<file path="src/rtl/freq_meter_if.sv">
// freq_meter_if: gate/signal inputs and measurement results of freq_meter.
// master = the meter (drives freq/valid/ovf/stale), slave = its user.
interface freq_meter_if #(
  parameter int CNT_W = 24
);
  logic             tick;
  logic             sig_in;
  logic [CNT_W-1:0] freq;
  logic             valid;
  logic             ovf;
  logic             stale;

  modport master (
    input  tick,
    input  sig_in,
    output freq,
    output valid,
    output ovf,
    output stale
  );

  modport slave (
    output tick,
    output sig_in,
    input  freq,
    input  valid,
    input  ovf,
    input  stale
  );
endinterface

</file>
<file path="src/rtl/freq_meter.sv">
// freq_meter: counts sig_in rising edges between gate ticks, reports Hz.
// Ports: clk, rst (async, active-high); m (freq_meter_if.master):
//   tick/sig_in in; freq/valid/ovf/stale out.
// Optional macro TICK_TIMEOUT_EN: watchdog drops a window after TIMEOUT
// clk cycles without a tick and raises stale.
module freq_meter #(
  parameter int          CNT_W   = 24,
  parameter logic [23:0] TIMEOUT = 24'd12999999
) (
  input  logic          clk,
  input  logic          rst,
  freq_meter_if.master  m
);

  typedef enum logic {
    IDLE,
    MEASURE
  } state_t;

  localparam logic [CNT_W-1:0] MAX = '1;
  localparam logic [CNT_W-1:0] ONE = {{(CNT_W-1){1'b0}}, 1'b1};

  state_t           state;
  logic             s1;
  logic             s2;
  logic             s3;
  logic             rise_p;
  logic [CNT_W-1:0] cnt;
  logic             ovf_pend;
  logic             at_max;

  // s1/s2 resynchronise sig_in; s3 delays s2 for edge detection.
  always_ff @(posedge clk or posedge rst) begin
    if (rst) begin
      s1 <= 1'b0;
      s2 <= 1'b0;
      s3 <= 1'b0;
    end else begin
      s1 <= m.sig_in;
      s2 <= s1;
      s3 <= s2;
    end
  end

  assign rise_p = s2 & ~s3;
  assign at_max = (cnt == MAX);

`ifdef TICK_TIMEOUT_EN
  logic [23:0] tcnt;
  logic        tmo;
  logic        stale_q;

  // Fires on the TIMEOUT-th cycle after the last tick.
  assign tmo     = (tcnt == TIMEOUT - 24'd1);
  assign m.stale = stale_q;

  always_ff @(posedge clk or posedge rst) begin
    if (rst) begin
      state    <= IDLE;
      cnt      <= '0;
      ovf_pend <= 1'b0;
      tcnt     <= '0;
      stale_q  <= 1'b0;
      m.freq   <= '0;
      m.valid  <= 1'b0;
      m.ovf    <= 1'b0;
    end else begin
      m.valid <= 1'b0;
      unique case (state)
        IDLE: begin
          cnt      <= '0;
          ovf_pend <= 1'b0;
          tcnt     <= '0;
          if (m.tick) state <= MEASURE;
        end
        MEASURE: begin
          if (m.tick) begin
            // An edge in the tick cycle closes with this window.
            m.valid  <= 1'b1;
            m.freq   <= (rise_p && at_max) ? MAX
                      : cnt + (rise_p ? ONE : '0);
            m.ovf    <= ovf_pend | (rise_p & at_max);
            stale_q  <= 1'b0;
            cnt      <= '0;
            ovf_pend <= 1'b0;
            tcnt     <= '0;
          end else if (tmo) begin
            stale_q  <= 1'b1;
            state    <= IDLE;
            cnt      <= '0;
            ovf_pend <= 1'b0;
            tcnt     <= '0;
          end else begin
            tcnt <= tcnt + 24'd1;
            if (rise_p) begin
              if (at_max) ovf_pend <= 1'b1;
              else        cnt      <= cnt + ONE;
            end
          end
        end
      endcase
    end
  end
`else
  assign m.stale = 1'b0;

  always_ff @(posedge clk or posedge rst) begin
    if (rst) begin
      state    <= IDLE;
      cnt      <= '0;
      ovf_pend <= 1'b0;
      m.freq   <= '0;
      m.valid  <= 1'b0;
      m.ovf    <= 1'b0;
    end else begin
      m.valid <= 1'b0;
      unique case (state)
        IDLE: begin
          cnt      <= '0;
          ovf_pend <= 1'b0;
          if (m.tick) state <= MEASURE;
        end
        MEASURE: begin
          if (m.tick) begin
            // An edge in the tick cycle closes with this window.
            m.valid  <= 1'b1;
            m.freq   <= (rise_p && at_max) ? MAX
                      : cnt + (rise_p ? ONE : '0);
            m.ovf    <= ovf_pend | (rise_p & at_max);
            cnt      <= '0;
            ovf_pend <= 1'b0;
          end else if (rise_p) begin
            if (at_max) ovf_pend <= 1'b1;
            else        cnt      <= cnt + ONE;
          end
        end
      endcase
    end
  end
`endif

endmodule
</file>
<file path="src/flat_wrapper.sv">
// flat-port wrapper written by rule: the top's interface ports become plain ports
module freq_meter_flat 
#(
  parameter int          CNT_W   = 24,
  parameter logic [23:0] TIMEOUT = 24'd12999999
)
  (clk, rst, m_tick, m_sig_in, m_freq, m_valid, m_ovf, m_stale);
  freq_meter_if #(.CNT_W(CNT_W)) m_i ();
  input  logic clk;
  input  logic rst;
  input wire logic [$bits(m_i.tick)-1:0] m_tick;
  input wire logic [$bits(m_i.sig_in)-1:0] m_sig_in;
  output wire logic [$bits(m_i.freq)-1:0] m_freq;
  output wire logic [$bits(m_i.valid)-1:0] m_valid;
  output wire logic [$bits(m_i.ovf)-1:0] m_ovf;
  output wire logic [$bits(m_i.stale)-1:0] m_stale;
  assign m_i.tick = m_tick;
  assign m_i.sig_in = m_sig_in;
  assign m_freq = m_i.freq;
  assign m_valid = m_i.valid;
  assign m_ovf = m_i.ovf;
  assign m_stale = m_i.stale;
  freq_meter #(.CNT_W(CNT_W), .TIMEOUT(TIMEOUT)) u_core (.clk(clk), .rst(rst), .m(m_i));
endmodule
</file>
<file path="config.mk">
export PLATFORM = sky130hd
export DESIGN_NAME = freq_meter_flat
export DESIGN_NICKNAME = d
export VERILOG_FILES = /design/src/rtl/freq_meter_if.sv /design/src/rtl/freq_meter.sv /design/src/flat_wrapper.sv
export SDC_FILE = /design/constraint.sdc
export NUM_CORES = 1
export LEC_CHECK = 0
export BUFFER_PORTS_ARGS = -buffer_cell sky130_fd_sc_hd__buf_2
export CORE_MARGIN = 2
export CORE_UTILIZATION = 30
export CTS_CLUSTER_DIAMETER = 30
export DETAILED_ROUTE_END_ITERATION = 10
export MAX_ROUTING_LAYER = met4
export SYNTH_ARGS = -nofsm -noshare
export SYNTH_HDL_FRONTEND = slang
export SYNTH_SLANG_ARGS = --single-unit
</file>
<file path="constraint.sdc">
create_clock -name clk -period 3.9 [get_ports clk]
set_input_delay 0.585 -clock clk [delete_from_list [all_inputs] [get_ports clk]]
set_output_delay 0.585 -clock clk [all_outputs]
set_load 0.05 [all_outputs]
</file>
==> results of run 1 <==
## final timing paths
path | from | end | slack [ps]
setup / recovery | u_core.s2 | u_core.m.freq[19] | 1590
hold / removal | u_core.s1 | u_core.s2 | 360
setup reg to reg | u_core.s2 | u_core.m.freq[19] | 1590
hold reg to reg | u_core.s1 | u_core.s2 | 360
max in group asynchronous | rst | u_core.cnt[22] | 2730
min in group asynchronous | rst | u_core.cnt[3] | 460
## cell type report
cell class                      instances  area, um2
Fill cell                             974       6090
Sequential cell                        55       1380
Multi-Input combinational cell        231       1360
Tap cell                              129        161
Timing Repair Buffer                   31        160
Clock buffer                            6       72.6
Clock inverter                          2       12.5
Inverter                                2       7.51
## worst max-delay path, cell delays in order, from the launching register on
cell and delay, ps:
dfrtp_1 390, nor2b_1 250, ha_1 240, nand3_1 180, or4_1 700, nor2_1 190
xnor2_1 130, a21oi_1 80
## layer usage
layer  track usage  vias to the layer above
li1              -                     1102
met3        0.0283                        7
met5             -                        -
met4        0.0374                        0
met2         0.213                       46
met1         0.184                     1079
## cells in the mapped netlist, drive strengths merged (3+ instances only)
cell	count	share of area
xnor2	27	0.083
or3	7	0.015
clkbuf	10	0.013
nor2	53	0.070
nor3	11	0.019
o21ai	8	0.014
or4	3	0.0079
nand2	19	0.025
nand3	9	0.016
ha	4	0.018
dfrtp	55	0.48
buf	8	0.025
nand4	12	0.026
and4	5	0.016
and3	6	0.015
xor2	8	0.025
a31oi	12	0.026
a21oi	26	0.046
## stage by stage
stage / hold slack [ps] / util / std cells / setup WS, ps
4_1_cts: 360 / 0.341 / 456 / 1570
5_1_grt: 374 / 0.341 / 456 / 1330
6_report: 357 / 0.341 / 456 / 1590
3_5_place_dp: 338 / 0.332 / 448 / 1570
2_1_floorplan: 331 / - / 306 / 1860
3_3_place_gp: 336 / 0.332 / 448 / 1660
## state kept, by name, summed over array words and instances (netlist names)
signal           count
u_core.ovf_pend      1
u_core.cnt          24
u_core.s3            1
u_core.m.freq       24
u_core.s2            1
u_core.m.ovf         1
u_core.s1            1
u_core.m.valid       1
u_core.state         1
## report_power, final
group,switching (mW),internal (mW),leakage (nW)
registers,0.0123,0.591,0.717
logic,0.116,0.0290,0.522
clock network,0.189,0.126,0.0412
## cells by family (layout without fill, tap and decap cells)
logic type,count (synthesis),in the layout,synth area share
compound gates,55,55,0.111
xor+xnor,35,35,0.108
fa+ha+maj,4,4,0.0176
buf+inv,20,41,0.0404
flops,55,55,0.483
other cells,1,1,0.00132
simple gates,136,136,0.239
==> results.md, run 1 <==
- Status: complete, no violations
- CTS Buf Count: 5
- Root Buffer: clkbuf_8
- Count of final hold-check violations: 0
- Clock transition at path regs: 100 ps
- Relative slew margins: 0.359
- Post-DR vias/cell: 4.90
- Std cell rows: 35
- Seq cells post-synth: 55
- Asr flop ratio synth: 1.00
- TritonRoute pass-1 iters: 4
- PwrDens: 338 nW/um2
- Most common cell after layout, fill and taps aside: dfrtp_1
- Setup Buffers After CTS: 0
- GRT Overall Usage: 0.138
- H-tree levels: 2
- Vias in the first global route: 2,174
- Routed wl met3: 330 um
- Placeable Area: 9240 um2
- HPWL Detailed: 4420 um
- Worst skew pair latency: 310 ps
- Resize count post-CTS: 0
- Antenna violations before repair: 0
- Post-DP Area: 3060 um2
- Max_cap viols: 0
- Metal1 wirelength: 2950 um
- Commonest cells after routing, fill and taps aside: dfrtp_1, nor2_1, buf_2
- Die width: 101 um
- Grt total ovfl: 0
- Startpoint Class: flop
- First-pass GRT wire length: 10,900 um
- RSZ-0062 raised after global routing: no
- Final setup vio count: 0
- Remaining antenna violation count: 0
- Die Area: 10,300 um2
- I/O pin count: 31
- CP Max Fanout: 7
- Starting Density: 0.308
- Longest Clk Path Bufs: 2
- Synthesized Nets: 314
- Yosys warns: 0
- CTS tree: yes
- Distinct cells, synth: 40
- Setup TNS: 0 ps
- Post-Synthesis Cell Area: 2850 um2
- Slew Viols, Final: 0
- Fin crit period: 2310 ps
- Mapped Cells: 306
- Port buffer count: 29
- Cts hold-fix bufs: 0
- Fraction of layout instances using a drive strength above 1: 0.147
- Sequential fraction of the synthesis area: 0.483
- Crit Path Class: reg2reg
- Crit end category: flop
- Largest net degree at the start of global routing: 44
- Die Ht: 101 um
- # clock sinks: 55
- Gpl congestion: 0.797
- Maximum vdd drop: 0.000122 V
- Slew of the pin with the lowest slew margin: 962 ps
- Final setup skew: 4.30 ps
- # DRC: 0
- Initial DRC Count: 200
- Design Area, Final: 3150 um2
- Fin nets: 334
- Worst Hold Class: reg2reg
- Final Cycle Share: 0.592
- Hold path depth: 0
- WL/cell: 13.8 um
- Worst Reg-to-Reg Cells: 7
- Pleak: 1.28 nW
- Predominant post-synthesis flop cell: dfrtp_1
- Worst EP required: 4060 ps
- Crit path arrival time: 2470 ps
- DR top layer: met4
- Routed met2 length: 2930 um
- FMAX: 433 MHz
- DRT Wirelength: 6280 um
- Area grow syn2layout: 10.5%
- Diode count: 0
- Synthesized area per cell: 9.31 um2
- Via count: 2,234
- Post-synth EDFFs: 0
- Pwr Total: 1.06 mW
No activity file was read; power rests on OpenSTA's default activity.
==> run 2, diff against run 1 <==
clock period = 2.1 ns   (was 3.9 ns; I/O delays follow)
==> run 2 against run 1 <==
Against the previous run: power increased by 98%; maximum frequency is 17% higher; global-route usage rose by 0.57 points; clock power up 120%; largest cell class unchanged; wire length rose by 5.5%; highest routed layer unchanged; cell count rose by 5.7%; sequential power is 85% higher; largest power group unchanged; clock skew up 9.5 ps; setup slack got worse by 1500 ps; clock-buffer cell count decreased by 1.
==> results.md, run 2 (same netlist as run 1, synthesis figures left out) <==
- Crit path arrival time: 2230 ps
- Status: complete, no violations
- Final setup vio count: 0
- Starting Density: 0.308
- WL/cell: 13.7 um
- Grt total ovfl: 0
- CTS tree: yes
- Most common cell after layout, fill and taps aside: dfrtp_1
- First-pass GRT wire length: 11,300 um
- Gpl congestion: 0.824
- Crit end category: flop
- CP Max Fanout: 13
- Initial DRC Count: 194
- Design Area, Final: 3400 um2
- # DRC: 0
- Port buffer count: 29
- H-tree levels: 2
- Diode count: 0
- Top delay family on crit path: simple AND/OR/NAND/NOR gates
- Final setup skew: 13.8 ps
- Buf/Inv on CP: 0
- Relative slew margins: 0.643
- Worst EP required: 2350 ps
- Post-DR vias/cell: 4.84
- Finished Layout Cells: 482
- Longest Clk Path Bufs: 2
- Largest net degree at the start of global routing: 56
- Finished Core Util: 0.368
- Slew of the pin with the lowest slew margin: 535 ps
- Clock transition at path regs: 100 ps
- Placed cells: 475
- Startpoint Class: flop
- CTS Buf Count: 5
- Worst skew pair latency: 320 ps
- Die Area: 10,300 um2
- Remaining antenna violation count: 0
- Fillers: 930
- RR Startpoint: u_core.cnt[8]
- Slew Viols, Final: 0
- Worst r2r dst: u_core.cnt[21]
- Root Buffer: clkbuf_8
- Setup TNS: 0 ps
- Largest regs: u_core.cnt (24), u_core.m.freq (24)
- Setup Buffers After CTS: 0
- DRT Wirelength: 6630 um
- RSZ-0062 raised after global routing: no
- Antenna violations before repair: 0
- Count of final hold-check violations: 0
- Crit path max-delay cell type: or4_1
- Crit Path Class: reg2reg
- Vias in the first global route: 2,330
- Commonest cells after routing, fill and taps aside: dfrtp_1, nor2_1, buf_2
- Via count: 2,334
- Worst path cell trace: nand4_1, or2_2, a211o_2, or4_1, nand2_1
- Std cell rows: 35
- R2R Setup Slk: 120 ps
- FMAX: 506 MHz
- # clock sinks: 55
- Critical path's largest stage delay: 490 ps
- Post-DP Area: 3280 um2
- Maximum vdd drop: 0.000227 V
- Die Ht: 101 um
- Fraction of layout instances using a drive strength above 1: 0.218
- Worst Reg-to-Reg Cells: 5
- I/O pin count: 31
- Worst Hold Class: in2async
- Final Cycle Share: 0.941
- Fin nets: 361
- GRT Overall Usage: 0.144
- PwrDens: 620 nW/um2
- HPWL Detailed: 4790 um
- Max_cap viols: 0
- Die width: 101 um
- Pleak: 1.45 nW
- Area grow syn2layout: 19.3%
- Placeable Area: 9240 um2
- TritonRoute pass-1 iters: 4
- Fin crit period: 1980 ps
-- run 2: cell types whose count changed in the layout (fill, tap and decap cells not counted) --
| cell | change |
|---|---|
| buf_4 | +26 |
| a211o_1 | -1 |
| a211o_2 | +1 |
| buf_12 | +1 |
| bufinv_16 | +1 |
| clkbuf_1 | -1 |
| clkinv_2 | -1 |
| nor4_2 | -1 |
| nor4_4 | +1 |
| or4_1 | -1 |
| or4_4 | +1 |
-- run 2: final cells by class --
cell class	instances	area (um2)	share of cell area
sequential	55	1380	0.405
multi-input combinational	231	1370	0.404
timing repair buffer	58	375	0.110
tap	129	161	0.0475
clock buffer	5	68.8	0.0202
clock inverter	2	37.5	0.0110
inverter	2	7.51	0.00221
-- run 2: power breakdown --
group | leakage, nW | internal (mW) | total [mW] | switching, mW
registers | 0.717 | 1.10 | 1.12 | 0.0211
logic | 0.682 | 0.0647 | 0.286 | 0.221
clock network | 0.0502 | 0.349 | 0.704 | 0.355
-- run 2: stage by stage --
| step | power, mW | hold slack [ps] | setup WS, ps |
|---|---|---|---|
| finish | 2.11 | 40.1 | 123 |
| detailed placement | 1.43 | 340 | 66.5 |
| floorplan | 1.35 | 331 | 61.7 |
| global placement | 1.43 | 332 | 136 |
| CTS | 2.14 | 51.1 | 69.2 |
| global route | 2.20 | 71.9 | 0.151 |
-- run 2: layer usage --
metal	GRT usage	part of all wire	vias up
met5	-	0	-
met4	0.0416	0.013	0
met3	0.0311	0.048	6
met2	0.230	0.48	53
met1	0.183	0.46	1122
li1	-	-	1153
-- run 2: worst register-to-register path, stage by stage (launching register included) --
cell and delay [ps]:
dfrtp_1 450, nand4_1 160, or2_2 320, a211o_2 410, or4_1 490, nand2_1 90
-- run 2: worst max path at each step --
stage,start,to,cells after the start
2_1_floorplan,u_core.s2,u_core.m.freq[23],8
3_3_place_gp,u_core.s3,u_core.m.freq[21],7
3_5_place_dp,u_core.s3,u_core.m.freq[17],7
4_1_cts,u_core.s3,u_core.m.freq[15],7
5_1_grt,u_core.cnt[8],u_core.cnt[21],5
6_report,u_core.cnt[8],u_core.cnt[21],5
-- run 2: repair_timing --
item,CTS,global route
gates resized for setup,0,3
setup endpoints to repair,0,12
hold buffers,0,0
==> run 3, diff against run 2 <==
RECOVER_POWER = 25   (was unset)
==> run 3 against run 2 <==
Against the previous run: wire length barely moved; register-to-register slack barely moved; final area fell by 0.44%; die area did not move; sequential cell count did not move; maximum frequency barely moved; sequential power barely moved.
==> results.md, run 3 (same netlist as run 1, synthesis figures left out) <==
- Status: complete, no violations
- CTS tree: yes
- WL/cell: 13.7 um
- CTS Buf Count: 5
- Die Area: 10,300 um2
- HPWL Detailed: 4790 um
- Design Area, Final: 3380 um2
- Starting Density: 0.308
- Area grow syn2layout: 18.7%
- Slew Viols, Final: 0
- Initial DRC Count: 194
- Fin nets: 361
- Count of final hold-check violations: 0
- Pleak: 1.45 nW
- Die Ht: 101 um
- Gpl congestion: 0.824
- Final setup skew: 13.7 ps
- Port buffer count: 29
- Largest regs: u_core.cnt (24), u_core.m.freq (24)
- Worst EP required: 2350 ps
- Post-DR vias/cell: 4.84
- Longest Clk Path Bufs: 2
- Commonest cells after routing, fill and taps aside: dfrtp_1, nor2_1, buf_2
- Largest net degree at the start of global routing: 56
- Worst Hold Class: in2reg
- Remaining antenna violation count: 0
- Std cell rows: 35
- Setup Buffers After CTS: 0
- Fraction of layout instances using a drive strength above 1: 0.215
- # clock sinks: 55
- Fin crit period: 1980 ps
- Crit end category: flop
- RSZ-0062 raised after global routing: no
- DRT Wirelength: 6630 um
- Vias in the first global route: 2,330
- Clock transition at path regs: 100 ps
- Slew of the pin with the lowest slew margin: 1390 ps
- Worst path cell trace: nand4_1, or2_2, a211o_2, or4_1, nand2_1
- Placeable Area: 9240 um2
- Via count: 2,331
- Root Buffer: clkbuf_8
- FMAX: 506 MHz
- Diode count: 0
- Final setup vio count: 0
- Setup TNS: 0 ps
- TritonRoute pass-1 iters: 4
- Die width: 101 um
- Crit path arrival time: 2230 ps
- Cts hold-fix bufs: 0
- Grt total ovfl: 0
- Buf/Inv on CP: 0
- Final Cycle Share: 0.941
- Critical path's largest stage delay: 490 ps
- Antenna violations before repair: 0
- Maximum vdd drop: 0.000227 V
- Relative slew margins: 0.0713
- Startpoint Class: flop
- PwrDens: 622 nW/um2
- Most common cell after layout, fill and taps aside: dfrtp_1
- Crit Path Class: reg2reg
- Top delay family on crit path: simple AND/OR/NAND/NOR gates
- H-tree levels: 2
- GRT Overall Usage: 0.144
- # DRC: 0
- Worst skew pair latency: 320 ps
- Max_cap viols: 0
- R2R Setup Slk: 120 ps
- I/O pin count: 31
- CP Max Fanout: 13
- Crit path max-delay cell type: or4_1
- First-pass GRT wire length: 11,300 um
- Post-DP Area: 3280 um2
run 3: changes by cell type in the layout (fill, tap and decap cells not counted):
| cell | before | now |
|---|---|---|
| clkbuf_2 | 0 | 1 |
| buf_12 | 1 | 0 |
| inv_1 | 0 | 1 |
| inv_2 | 1 | 0 |
run 3: worst register-to-register path, stage by stage (launching register included):
cell and delay (ps):
dfrtp_1 450, nand4_1 160, or2_2 320, a211o_2 410, or4_1 490, nand2_1 90
run 3: through the flow:
step	hold slack [ps]	utilization	instances	power, mW	setup slack (ps)
after CTS	51.1	0.366	482	2.14	69.2
after global placement	332	0.355	475	1.43	136
final	117	0.366	482	2.10	123
after detailed placement	340	0.355	475	1.43	66.5
after global routing	105	0.366	482	2.19	0.151
after floorplan	331	-	306	1.35	61.7
run 3: final cells by class:
| type | count | area [um2] |
|---|---|---|
| clock inverter | 2 | 37.5 |
| inverter | 2 | 7.51 |
| clock buffer | 5 | 68.8 |
| multi-input combinational | 231 | 1370 |
| timing repair buffer | 58 | 360 |
| tap | 129 | 161 |
| sequential | 55 | 1380 |
| fill | 931 | 5860 |
run 3: what timing repair did:
action	4_1_cts	5_1_grt
gates resized for setup	0	3
endpoints found under the setup margin	0	12
endpoints found under the hold margin	0	0
run 3: final timing paths:
check	from	endpoint	depth (start not counted)
max in group asynchronous	rst	u_core.cnt[18]	3
min in group asynchronous	rst	u_core.m.freq[4]	3
hold reg to reg	u_core.s1	u_core.s2	0
setup / recovery	u_core.cnt[8]	u_core.cnt[21]	5
hold / removal	m_sig_in	u_core.s1	1
setup reg to reg	u_core.cnt[8]	u_core.cnt[21]	5
run 3: routing by layer:
layer  up-vias  global-route usage  part of all wire
li1       1153                   -                 -
met1      1119               0.183              0.46
met2        53               0.230              0.48
met3         6              0.0311             0.048
met4         0              0.0416             0.013
met5         -                   -                 0
run 3: power by group:
| part | switching, mW | internal (mW) |
|---|---|---|
| clock network | 0.355 | 0.349 |
| registers | 0.0211 | 1.10 |
| logic | 0.220 | 0.0613 |
